$ cat config.mk
export PLATFORM = sky130hd
export DESIGN_NAME = seq_divider
export DESIGN_NICKNAME = d
export VERILOG_FILES = /design/src/rtl/seq_divider.sv
export SDC_FILE = /design/constraint.sdc
export NUM_CORES = 1
export LEC_CHECK = 0
export CAP_MARGIN = 20
export CORE_UTILIZATION = 30
export CTS_BUF_LIST = sky130_fd_sc_hd__clkbuf_16
export CTS_CLUSTER_SIZE = 10
export DETAILED_ROUTE_END_ITERATION = 16
export PLACE_DENSITY = 0.53
export SETUP_SLACK_MARGIN = 0.1
export SYNTH_ARGS = -nofsm -noshare
export SYNTH_HDL_FRONTEND = slang
export SYNTH_SLANG_ARGS = --single-unit
$ cat constraint.sdc
create_clock -name clk -period 3 [get_ports clk]
set_clock_uncertainty 0.1 [all_clocks]
set_input_delay 0.6 -clock clk [delete_from_list [all_inputs] [get_ports clk]]
set_output_delay 0.6 -clock clk [all_outputs]
set_load 0.05 [all_outputs]
$ cat src/rtl/seq_divider.sv
// Multi-cycle restoring divider: quotient and remainder, optional two's-complement mode,
// ld/busy/done handshake and a divide-by-zero flag. One division in flight at a time.
module seq_divider #(
  parameter int WIDTH  = 8,
  parameter bit SIGNED = 1'b0
) (
  input  logic             clk,
  input  logic             rst,
  input  logic             ld,
  input  logic [WIDTH-1:0] a,
  input  logic [WIDTH-1:0] b,
  output logic             busy,
  output logic             done,
  output logic             dbz,
  output logic [WIDTH-1:0] q,
  output logic [WIDTH-1:0] r
);

  localparam int CW = $clog2(WIDTH);

  typedef enum logic [1:0] {IDLE, RUN, FIN} state_t;

  state_t           state;
  logic [WIDTH:0]   p;
  logic [WIDTH-1:0] qs;
  logic [WIDTH-1:0] dv;
  logic [CW-1:0]    cnt;
  logic             neg_q;
  logic             neg_r;

  logic [WIDTH:0]   p_sh;
  logic [WIDTH:0]   diff;
  logic [WIDTH:0]   p_nxt;
  logic [WIDTH-1:0] qs_nxt;

  // The most-negative operand maps onto 2**(WIDTH-1), which still fits unsigned.
  function automatic logic [WIDTH-1:0] magnitude(input logic [WIDTH-1:0] x);
    return (SIGNED && x[WIDTH-1]) ? -x : x;
  endfunction

  function automatic logic [WIDTH-1:0] apply_sign(input logic [WIDTH-1:0] m,
                                                  input logic             neg);
    return neg ? -m : m;
  endfunction

  // One restoring step: the borrow out of the WIDTH+1 bit subtract selects restore.
  always_comb begin
    p_sh = {p[WIDTH-1:0], qs[WIDTH-1]};
    diff = p_sh - {1'b0, dv};
    if (!diff[WIDTH]) begin
      p_nxt  = diff;
      qs_nxt = {qs[WIDTH-2:0], 1'b1};
    end else begin
      p_nxt  = p_sh;
      qs_nxt = {qs[WIDTH-2:0], 1'b0};
    end
  end

  always_ff @(posedge clk or negedge rst) begin
    if (!rst) begin
      state <= IDLE;
      busy  <= 1'b0;
      done  <= 1'b0;
      dbz   <= 1'b0;
      q     <= '0;
      r     <= '0;
      p     <= '0;
      qs    <= '0;
      dv    <= '0;
      cnt   <= '0;
      neg_q <= 1'b0;
      neg_r <= 1'b0;
    end else begin
      case (state)
        IDLE: begin
          if (ld) begin
            if (b == '0) begin
              state <= FIN;
              done  <= 1'b1;
              dbz   <= 1'b1;
              q     <= '1;
              r     <= a;
            end else begin
              state <= RUN;
              busy  <= 1'b1;
              dbz   <= 1'b0;
              p     <= '0;
              qs    <= magnitude(a);
              dv    <= magnitude(b);
              cnt   <= '0;
              neg_q <= SIGNED & (a[WIDTH-1] ^ b[WIDTH-1]);
              neg_r <= SIGNED & a[WIDTH-1];
            end
          end
        end
        RUN: begin
          p   <= p_nxt;
          qs  <= qs_nxt;
          cnt <= cnt + CW'(1);
          if (cnt == CW'(WIDTH - 1)) begin
            state <= FIN;
            busy  <= 1'b0;
            done  <= 1'b1;
            q     <= apply_sign(qs_nxt, neg_q);
            r     <= apply_sign(p_nxt[WIDTH-1:0], neg_r);
          end
        end
        FIN: begin
          state <= IDLE;
          done  <= 1'b0;
        end
        default: begin
          state <= IDLE;
          busy  <= 1'b0;
          done  <= 1'b0;
        end
      endcase
    end
  end

endmodule

==> results.toml <==
[global_routing]
globalRouteTotalUtil_pct = 16.6
globalRoute.totalOverflow = 0
initial_antenna_violation_count = 0
first_pass_grt_wire_length_um = 12800
first_global_vias = 2347
largest_net_degree_at_the_start_of_global_routing = 49

[power]
power.switching_fraction_pct = 49.0
internal-power_mw = 2.42
post-layout-total-power_mw = 4.75
p_switching_mw = 2.33
max-vdd-ir-drop_v = 0.000366
power.share.sequential_pct = 25.3
power_per_cell_area_nw_per_um2 = 1340
clkPwrFrac_pct = 11.3
share_comb_of_total_power_pct = 63.4
leakagePower_nw = 1.42

[logic_synthesis]
synth.ff_latch_count = 48
synthArstFlopShare_pct = 100
synth.net_count = 345
syn_area_per_cell_um2 = 9.07
netlist.top_cell.by_area = "sky130_fd_sc_hd__dfrtp_1"
ys_seq_area_share_pct = 42.0
synth_top_cell_area_share_pct = 42.0
syn-instance-count = 315
ys_warn_count = 0
synth_area_leaders = "sky130_fd_sc_hd__dfrtp_1 (42%), sky130_fd_sc_hd__nand2_1 (5.5%), sky130_fd_sc_hd__nor2_1 (4.7%)"
synth_flop_cell = "sky130_fd_sc_hd__dfrtp_1"
syn-cell-area_um2 = 2860
synth_enable_flop_cells = 0
synth_cell_type_count = 54

[floorplan]
chip_height_um = 99.6
top_level_ports = 38
floorplan.rows = 35
floorplan.initialDensity_pct = 30.9
dieArea_um2 = 9920
fp.dieW_um = 99.6
floorplan.core_area_um2 = 9240

[detailed_routing]
drt-pass1-iter-count = 4
routed_via_density = 5.22
drt_drc_violations_left = 0
drt.antenna.violating_nets = 0
totalWireLength_um = 7710
num_vias = 2526
drt_first_iter_violations = 143
routed_wirelength_normalized_by_instance_count_um = 15.9

[timing]
finalSetupTns_ns = 0
worst_pin_slew_ns = 0.888
max_clock_freq_mhz = 381
timing.max_slew.rel_slack_pct = 40.7
finalSetupViolations = 0
finalWorstPathRequiredPeriod_ns = 2.62
worst_slack_ns = 0.379
grt_setup_unrepaired = "false"
holdWs_ns = 0.301
finalHoldViolations = 0
max_slew_violation_count = 0
finalCritPeriodShare_pct = 87.4

[clock_network]
clkLatencyLatePin_ns = 0.29
h-tree-depth = 2
post_cts.repair.setup_buffers = 0
number_of_sinks_handled_by_clock_tree_synthesis = 48
cts.clk_slew.worst_paths_ns = 0.06
clockRootBuffer = "sky130_fd_sc_hd__clkbuf_16"
post_cts_resized = 0
cts_buf_count = 5
holdBufCountCts = 0
max-clock-path-buffers = 2
cts_tree = "built"

[layout]
antennaDiodeCount = 0
post_layout_nonfiller_instances = 484
nets = 385
area_delta_synth_final_pct = 23.7
drive_gt1_share_pct = 10.1

[flow_run]
cap_violations = 0

[worst_setup_path]
end_kind = "flip-flop"
setup.worst_path.class = "flip-flop to flip-flop"
critPathArrivalTime_ns = 2.69
critPathLaunchType = "flip-flop"
worst_ep_required_time_ns = 3.06
timing.critical_path.fanout_max = 19

[worst_hold_path]
path_class_of_the_lowest_slack_min_delay_path = "input port to asynchronous set/reset pin"

[place]
detailedPlacementHpwl_um = 5730
count_of_placed_standard_cells_including_taps = 477
placer_congestion = 0.900
post-place-ws_ns = 0.138
placement.io_buffers = 37

[outcome]
outcome = "completed"
## through the flow
stage | utilization (%) | cell area, um2
final | 38.2 | 3530
after global routing | 38.2 | 3530
after CTS | 38.2 | 3530
after detailed placement | 36.8 | 3400
after global placement | 36.8 | 3400
after floorplan | - | 2860
## metal layers
metal | vias up | part of all wire, % | track usage (%)
met4 | 0 | 1.1 | 4.41
li1 | 1233 | - | -
met3 | 6 | 5.3 | 2.39
met5 | - | 0 | 0
met2 | 70 | 45 | 25.7
met1 | 1217 | 48 | 24.1
## cells in the mapped netlist, drive strengths merged (2+ instances only)
cell type,n
o21ai,22
nand2,42
o21a,2
or4,2
clkbuf,9
a21oi,23
or2,2
nor2,36
nor3b,2
a32oi,4
o22a,5
nand4b,5
or3,5
nand2b,4
a221oi,6
dfrtp,48
buf,9
inv,13
clkinv,2
a2bb2oi,3
ha,10
a211oi,4
o211ai,4
a31oi,9
nor3,3
a22o,2
nand3,2
o2111ai,8
xor2,4
mux2,2
mux2i,4
a21o,4
o31ai,2
nor4,2
## registers in the layout, indices dropped and copies added, names as in the netlist
register / flops
p: 8
dv: 8
qs: 8
q: 8
state: 2
cnt: 3
busy: 1
dbz: 1
r: 8
done: 1
## path summary, 6_finish.rpt
check                      startpoint     end  slack (ns)  depth (start not counted)
max                             qs[7]    r[2]        0.38                         10
min                               rst    q[4]        0.30                          2
max reg2reg                     qs[7]    r[2]        0.38                         10
min reg2reg                    cnt[0]  cnt[0]        0.37                          1
max in group asynchronous         rst   dv[7]        2.06                          2
min in group clk               cnt[0]  cnt[0]        0.37                          1
## worst max-delay path: stages, from the launching register on
cell	delay (ns)
sky130_fd_sc_hd__dfrtp_1	0.43
sky130_fd_sc_hd__inv_1	0.08
sky130_fd_sc_hd__ha_1	0.15
sky130_fd_sc_hd__inv_1	0.05
sky130_fd_sc_hd__fa_1	0.42
sky130_fd_sc_hd__a211oi_2	0.27
sky130_fd_sc_hd__o211ai_1	0.18
sky130_fd_sc_hd__a221oi_4	0.32
sky130_fd_sc_hd__buf_4	0.28
sky130_fd_sc_hd__nand4b_1	0.14
sky130_fd_sc_hd__nand3_1	0.08
## cell type report
type,count,area [um2]
clock inverter,2,8.76
timing repair buffer,51,470
sequential,48,1200
fill,953,5710
inverter,15,56.3
tap,129,161
clock buffer,5,125
multi-input combinational,234,1510
## power by group through the flow
stage,sequential [mW],clock (mW),combinational [mW]
after global placement,1.21,0,2.99
after detailed placement,1.22,0,3.01
after global routing,1.25,0.576,3.33
after CTS,1.20,0.552,3.02
after floorplan,1.45,0,1.94
final,1.20,0.534,3.01
## placed cells by master (no fill, tap or decap), types with 8 or more instances in the layout
| cell type | n |
|---|---|
| sky130_fd_sc_hd__inv_1 | 14 |
| sky130_fd_sc_hd__a31oi_1 | 9 |
| sky130_fd_sc_hd__o2111ai_1 | 8 |
| sky130_fd_sc_hd__ha_1 | 10 |
| sky130_fd_sc_hd__dfrtp_1 | 48 |
| sky130_fd_sc_hd__clkdlybuf4s50_1 | 36 |
| sky130_fd_sc_hd__nand2_1 | 42 |
| sky130_fd_sc_hd__buf_4 | 14 |
| sky130_fd_sc_hd__nor2_1 | 36 |
| sky130_fd_sc_hd__o21ai_0 | 15 |
| sky130_fd_sc_hd__a21oi_1 | 22 |
## cell families (layout without fill, tap and decap cells)
kind of cell             Yosys count  in the layout  share of synthesized area (%)
adder cells (fa/ha/maj)           11             11                           5.08
AND/OR/NAND/NOR                  108            108                           17.7
XOR/XNOR                           5              5                           1.53
flip-flops                        48             48                           42.0
AO/OA/AOI/OAI                    104            104                           26.4
multiplexers                       6              6                           2.19
buffers and inverters             33             73                           5.12
No activity file was read; power rests on OpenSTA's default activity.
